File: src/rtl/timer_pkg.sv
// Shared types and limits for the mm:ss stopwatch: FSM encoding, BCD digit limits, WRAP modes.
// Pure declarations; no timing of its own.
package timer_pkg;

    typedef enum logic [1:0] {
        ST_IDLE  = 2'd0,
        ST_RUN   = 2'd1,
        ST_PAUSE = 2'd2,
        ST_LIMIT = 2'd3
    } state_t;

    localparam int SEC_TENS_MAX = 5;
    localparam int UNITS_MAX    = 9;
    localparam int MIN_TENS_MAX = 5;

    localparam int WRAP_SATURATE = 0;
    localparam int WRAP_ROLLOVER = 1;

    typedef struct packed {
        logic [3:0] min_tens;
        logic [3:0] min_units;
        logic [3:0] sec_tens;
        logic [3:0] sec_units;
    } mmss_t;

    function automatic logic is_max(input mmss_t t);
        return (t.min_tens  == 4'(MIN_TENS_MAX)) &&
               (t.min_units == 4'(UNITS_MAX))    &&
               (t.sec_tens  == 4'(SEC_TENS_MAX)) &&
               (t.sec_units == 4'(UNITS_MAX));
    endfunction

endpackage

File: src/rtl/cronometro_minseg_if.sv
// Command pulses in, BCD display digits and status flags out, for the mm:ss stopwatch.
// Plain wires; no flow control, every command is a single-cycle pulse.
interface cronometro_minseg_if;

    logic       tick;
    logic       start_stop;
    logic       lap;
    logic       clear;
    logic [3:0] min_tens;
    logic [3:0] min_units;
    logic [3:0] sec_tens;
    logic [3:0] sec_units;
    logic       running;
    logic       lap_active;
    logic       overflow;

    modport master (
        output tick, start_stop, lap, clear,
        input  min_tens, min_units, sec_tens, sec_units,
        input  running, lap_active, overflow
    );

    modport slave (
        input  tick, start_stop, lap, clear,
        output min_tens, min_units, sec_tens, sec_units,
        output running, lap_active, overflow
    );

endinterface

File: src/rtl/contador_up_bcd.sv
// Single modulo-MOD up counter digit with synchronous clear; carry is combinational (en at last value).
// Count visible one cycle after en; no backpressure.
module contador_up_bcd #(
    parameter int MOD = 10
) (
    input  logic       clk,
    input  logic       rst,
    input  logic       en,
    input  logic       clr,
    output logic [3:0] q,
    output logic       carry
);

    localparam logic [3:0] LAST = 4'(MOD - 1);

    logic [3:0] r_q;

    // The >= guard keeps the digit in range even from an out-of-range value.
    always_ff @(posedge clk or posedge rst) begin
        if (rst) begin
            r_q <= '0;
        end else if (clr) begin
            r_q <= '0;
        end else if (en) begin
            r_q <= (r_q >= LAST) ? 4'd0 : r_q + 4'd1;
        end
    end

    assign q     = r_q;
    assign carry = en && (r_q == LAST);

endmodule

File: src/rtl/cronometro_minseg.sv
// mm:ss stopwatch: start/pause FSM, four chained BCD digits, lap freeze, saturate or roll at 59:59.
// Tick lands on the display one cycle later; no backpressure, commands are one-cycle pulses.
module cronometro_minseg
    import timer_pkg::*;
#(
    parameter int WRAP = WRAP_SATURATE
) (
    input  logic                clk,
    input  logic                rst,
    cronometro_minseg_if.slave  bus
);

    state_t     r_state;
    mmss_t      r_lap;
    logic       r_lap_active;
    logic       r_overflow;

    mmss_t      w_live;
    mmss_t      w_disp;
    logic [3:0] w_su;
    logic [3:0] w_st;
    logic [3:0] w_mu;
    logic [3:0] w_mt;
    logic       w_c_su;
    logic       w_c_st;
    logic       w_c_mu;
    logic       w_c_mt;
    logic       w_tick_run;
    logic       w_at_max;
    logic       w_inc;

    assign w_live     = '{min_tens: w_mt, min_units: w_mu, sec_tens: w_st, sec_units: w_su};
    assign w_at_max   = is_max(w_live);
    assign w_tick_run = bus.tick && (r_state == ST_RUN) && !bus.clear;
    // In saturate mode the tick at 59:59 must not reach the digits at all.
    assign w_inc      = w_tick_run && ((WRAP != WRAP_SATURATE) || !w_at_max);

    contador_up_bcd #(.MOD(UNITS_MAX + 1)) u_sec_units (
        .clk(clk), .rst(rst), .en(w_inc),  .clr(bus.clear), .q(w_su), .carry(w_c_su)
    );
    contador_up_bcd #(.MOD(SEC_TENS_MAX + 1)) u_sec_tens (
        .clk(clk), .rst(rst), .en(w_c_su), .clr(bus.clear), .q(w_st), .carry(w_c_st)
    );
    contador_up_bcd #(.MOD(UNITS_MAX + 1)) u_min_units (
        .clk(clk), .rst(rst), .en(w_c_st), .clr(bus.clear), .q(w_mu), .carry(w_c_mu)
    );
    contador_up_bcd #(.MOD(MIN_TENS_MAX + 1)) u_min_tens (
        .clk(clk), .rst(rst), .en(w_c_mu), .clr(bus.clear), .q(w_mt), .carry(w_c_mt)
    );

    always_ff @(posedge clk or posedge rst) begin
        if (rst) begin
            r_state      <= ST_IDLE;
            r_lap        <= '0;
            r_lap_active <= 1'b0;
            r_overflow   <= 1'b0;
        end else if (bus.clear) begin
            r_state      <= ST_IDLE;
            r_lap        <= '0;
            r_lap_active <= 1'b0;
            r_overflow   <= 1'b0;
        end else begin
            // Roll-over mode: the top carry is exactly the 59:59 -> 00:00 event.
            if (WRAP != WRAP_SATURATE) begin
                r_overflow <= w_c_mt;
            end

            case (r_state)
                ST_IDLE: begin
                    if (bus.start_stop) r_state <= ST_RUN;
                end
                ST_RUN: begin
                    if (w_tick_run && w_at_max && (WRAP == WRAP_SATURATE)) begin
                        r_state    <= ST_LIMIT;
                        r_overflow <= 1'b1;
                    end else if (bus.start_stop) begin
                        r_state <= ST_PAUSE;
                    end
                end
                ST_PAUSE: begin
                    if (bus.start_stop) r_state <= ST_RUN;
                end
                ST_LIMIT: begin
                    r_state <= ST_LIMIT;
                end
                default: r_state <= ST_IDLE;
            endcase

            // Capture uses the registered live count, i.e. before any coincident tick.
            if (bus.lap) begin
                if (r_lap_active) begin
                    r_lap_active <= 1'b0;
                end else if ((r_state == ST_RUN) || (r_state == ST_PAUSE)) begin
                    r_lap        <= w_live;
                    r_lap_active <= 1'b1;
                end
            end
        end
    end

    assign w_disp         = r_lap_active ? r_lap : w_live;
    assign bus.min_tens   = w_disp.min_tens;
    assign bus.min_units  = w_disp.min_units;
    assign bus.sec_tens   = w_disp.sec_tens;
    assign bus.sec_units  = w_disp.sec_units;
    assign bus.running    = (r_state == ST_RUN);
    assign bus.lap_active = r_lap_active;
    assign bus.overflow   = r_overflow;

endmodule

File: src/flat_wrapper.sv
// flat-port wrapper written by rule: the top's interface ports become plain ports
module cronometro_minseg_flat import timer_pkg::*;
#(
    parameter int WRAP = WRAP_SATURATE
)
  (clk, rst, bus_tick, bus_start_stop, bus_lap, bus_clear, bus_min_tens, bus_min_units, bus_sec_tens, bus_sec_units, bus_running, bus_lap_active, bus_overflow);
  cronometro_minseg_if bus_i ();
  input  logic clk;
  input  logic rst;
  input wire logic [$bits(bus_i.tick)-1:0] bus_tick;
  input wire logic [$bits(bus_i.start_stop)-1:0] bus_start_stop;
  input wire logic [$bits(bus_i.lap)-1:0] bus_lap;
  input wire logic [$bits(bus_i.clear)-1:0] bus_clear;
  output wire logic [$bits(bus_i.min_tens)-1:0] bus_min_tens;
  output wire logic [$bits(bus_i.min_units)-1:0] bus_min_units;
  output wire logic [$bits(bus_i.sec_tens)-1:0] bus_sec_tens;
  output wire logic [$bits(bus_i.sec_units)-1:0] bus_sec_units;
  output wire logic [$bits(bus_i.running)-1:0] bus_running;
  output wire logic [$bits(bus_i.lap_active)-1:0] bus_lap_active;
  output wire logic [$bits(bus_i.overflow)-1:0] bus_overflow;
  assign bus_i.tick = bus_tick;
  assign bus_i.start_stop = bus_start_stop;
  assign bus_i.lap = bus_lap;
  assign bus_i.clear = bus_clear;
  assign bus_min_tens = bus_i.min_tens;
  assign bus_min_units = bus_i.min_units;
  assign bus_sec_tens = bus_i.sec_tens;
  assign bus_sec_units = bus_i.sec_units;
  assign bus_running = bus_i.running;
  assign bus_lap_active = bus_i.lap_active;
  assign bus_overflow = bus_i.overflow;
  cronometro_minseg #(.WRAP(WRAP)) u_core (.clk(clk), .rst(rst), .bus(bus_i));
endmodule
File: config.mk
export PLATFORM = sky130hd
export DESIGN_NAME = cronometro_minseg_flat
export DESIGN_NICKNAME = d
export VERILOG_FILES = /design/src/rtl/timer_pkg.sv /design/src/rtl/cronometro_minseg_if.sv /design/src/rtl/contador_up_bcd.sv /design/src/rtl/cronometro_minseg.sv /design/src/flat_wrapper.sv
export SDC_FILE = /design/constraint.sdc
export NUM_CORES = 1
export LEC_CHECK = 0
export CAP_MARGIN = 20
export CELL_PAD_IN_SITES_DETAIL_PLACEMENT = 0
export CELL_PAD_IN_SITES_GLOBAL_PLACEMENT = 2
export CORE_MARGIN = 5
export CORE_UTILIZATION = 36
export CTS_CLUSTER_DIAMETER = 120
export DETAILED_ROUTE_END_ITERATION = 8
export HOLD_SLACK_MARGIN = 0.08
export PLACE_DENSITY = 0.77
export SYNTH_ARGS = -nofsm -noshare
export SYNTH_HDL_FRONTEND = slang
export SYNTH_SLANG_ARGS = --single-unit
File: constraint.sdc
create_clock -name clk -period 2.3 [get_ports clk]
set_input_delay 0.575 -clock clk [delete_from_list [all_inputs] [get_ports clk]]
set_output_delay 0.575 -clock clk [all_outputs]
set_load 0.005 [all_outputs]
==> flow_summary.json <==
{
  "status": "finished, final reports clean",
  "critPathKind": "reg -> out",
  "worst_ep_required_time_ns": 1.73,
  "synth-seq-cells": 36,
  "cts_hold_buf": 0,
  "core_area_um2": 5850,
  "async_flop_share": 1.00,
  "layout.core_utilization": 0.444,
  "place_ws_ns": 0.0693,
  "antennaDiodeCount": 0,
  "syn_inst": 213,
  "yosysUniqueCellTypes": 48,
  "drv_slew": 0,
  "track_usage": 0.144,
  "synth-xor-area-share": 0.00410,
  "syn_to_final_growth_pct": 21.5,
  "cts.repair.resized": 0,
  "relSlewSlack": 0.689,
  "clk_latency_ns": 0.29,
  "finalWorstPathRequiredPeriod_ns": 2.21,
  "synth.cell_area_um2": 2140,
  "drc": 0,
  "via_per_inst": 5.22,
  "ant_nets": 0,
  "dieArea_um2": 7580,
  "ys.flop_type": "dfrtp_1",
  "die_h_um": 87.1,
  "wl_met1_um": 2390,
  "grt_pass1_vias": 1727,
  "grt_max_degree": 37,
  "ioPinCount": 25,
  "grt_pass1_wl_um": 8540,
  "ys_seq_area_frac": 0.421,
  "yosys.area_share.simple": 0.184,
  "htreeDepth": 2,
  "yosys.area.top_type_share": 0.421,
  "setup_viol": 0,
  "cts_root_buf": "clkbuf_8",
  "nets": 267,
  "route.met3.wl_um": 152,
  "cts_tree": "done",
  "synth_compound_area_frac": 0.195,
  "first_iter_violations": 62,
  "clock-sinks": 36,
  "fin_crit_sh": 0.960,
  "drv_cap": 0,
  "start_kind": "flop",
  "cts_inserted_buffers": 5,
  "cts.clk_slew.worst_paths_ns": 0.07,
  "dp_hpwl_um": 3550,
  "cp_max_fo": 20,
  "synth_top_area_cell": "dfrtp_1",
  "synth.area.top_cells": "dfrtp_1 42%, ha_1 8.2%, a22o_1 7.0%",
  "avgSynthCellArea_um2": 10.0,
  "leakage_nw": 1.18,
  "place_congestion": 0.764,
  "vias": 1685,
  "syn_nets": 233,
  "rsz0062_at_grt": "yes",
  "synthMuxAreaShare": 0.0515,
  "cp-end-kind": "output pin",
  "die_w_um": 87.1,
  "antenna_found_initial": 0,
  "rows": 28,
  "routed.top_layer": "met4",
  "skew_ns": 0.00835,
  "clk_path_buf_depth": 2,
  "hold_path.class": "reg -> reg",
  "worst_pin_slew_ns": 0.467,
  "hold_viol_final": 0,
  "fmax_mhz": 453,
  "portBuffers": 24,
  "wl_met2_um": 2230,
  "crit_arrival_ns": 1.63,
  "start_util": 0.365,
  "dr.pass1.iters": 4,
  "vdd_drop_max_mv": 0.317,
  "synth-edff-count": 0,
  "post_cts_buffers": 0,
  "drive_gt1_frac": 0.149,
  "setup_ws_ns": 0.0930,
  "grt.overflow.total": 0,
  "wl_um": 4860,
  "synth_top_family_by_area": "compound AO/OA/AOI/OAI gates",
  "ys_warn_count": 0,
  "fillerInstances": 571,
  "cellPowerDensity_nw_per_um2": 493,
  "wire_per_inst_um": 15.0,
  "synthAdderAreaFrac": 0.0819
}
[synth_stat cells (2+ instances only)]
cell type and number:
and3b_1 2, o41ai_1 2, nor2_1 8, mux2i_1 2
a211oi_1 2, ha_1 14, a21oi_1 8, nor3_1 5
a31oi_1 3, nand3_1 5, a22o_1 17, buf_6 3
inv_1 16, o22ai_1 3, clkbuf_1 4, buf_4 2
nand2_1 17, nand3b_1 2, a211o_1 2, nand2b_1 11
mux2_2 8, nor2b_1 2, dfrtp_1 36, or3_1 2
buf_2 2, o21ai_0 12, o32ai_1 2
[worst max-delay path: stages, from the launching register on]
cell	delay [ns]
dfrtp_1	0.36
buf_6	0.18
mux2_2	0.35
clkdlybuf4s50_1	0.45
[path summary, 6_finish.rpt]
kind	from	endpoint	slack [ns]	depth (start not counted)
max in group asynchronous	rst	u_core.r_lap[4]$_DFFE_PP0P_	1.27	3
min in group asynchronous	rst	u_core.r_lap[1]$_DFFE_PP0P_	0.70	3
worst min-delay path	u_core.r_lap[15]$_DFFE_PP0P_	u_core.r_lap[15]$_DFFE_PP0P_	0.50	1
worst max register to register	u_core.u_min_units.q[1]$_DFFE_PP0P_	u_core.u_min_units.q[0]$_DFFE_PP0P_	0.35	6
worst max-delay path	u_core.bus.lap_active$_DFFE_PP0P_	bus_min_units[2]	0.09	3
worst min register to register	u_core.r_lap[15]$_DFFE_PP0P_	u_core.r_lap[15]$_DFFE_PP0P_	0.50	1
[stage by stage]
step	hold WS (ns)	total power [mW]	setup TNS (ns)	instances	area, um^2
after global routing	0.521	1.34	-0.00170	323	2600
after floorplan	0.467	0.763	0	213	2140
after detailed placement	0.487	0.827	0	315	2500
after global placement	0.482	0.829	0	315	2500
final	0.504	1.28	0	323	2600
after CTS	0.508	1.30	0	323	2590
[cell families after synthesis]
group,Yosys count
flip-flops,36
XOR/XNOR,1
AND/OR/NAND/NOR,67
AO/OA/AOI/OAI,58
multiplexers,10
adder cells (fa/ha/maj),14
buffers and inverters,27
[report_power, final]
group          switching, mW  internal [mW]
Sequential            0.0126          0.644
Combinational         0.0890         0.0676
Clock                  0.223          0.244
[sequential cells by signal (all words and copies together), names as in the netlist]
name and flops:
u_core.r_lap 16, u_core.u_min_tens.q 4, u_core.u_min_units.q 4, u_core.u_sec_tens.q 4, u_core.u_sec_units.q 4, u_core.r_state 2
u_core.bus.lap_active 1, u_core.bus.overflow 1
[cells in the final DEF, fill, tap and decap left out, types with 3 or more instances in the layout]
| master | n |
|---|---|
| ha_1 | 14 |
| a22o_1 | 17 |
| nand3_1 | 5 |
| buf_4 | 13 |
| a31oi_1 | 3 |
| nand2_1 | 17 |
| nand2b_1 | 11 |
| dfrtp_1 | 36 |
| mux2_2 | 8 |
| a21oi_1 | 8 |
| clkdlybuf4s50_1 | 24 |
| inv_1 | 16 |
| o21ai_0 | 12 |
| nor2_1 | 8 |
| clkbuf_8 | 6 |
| o22ai_1 | 3 |
| nor3_1 | 5 |
[layer usage]
metal  vias to the layer above  track usage
met5                         -            0
met3                         8       0.0322
met1                       827        0.195
met2                        19        0.218
li1                        831            -
met4                         0       0.0623
[area by class of cell]
cell class	instances	area (um^2)	area share
Sequential cell	36	901	0.347
Timing Repair Buffer	38	349	0.134
Tap cell	75	93.8	0.0361
Inverter	16	60.1	0.0231
Multi-Input combinational cell	150	1100	0.425
Clock buffer	8	90.1	0.0347
Note: power is estimated with default switching activity, not from simulation.
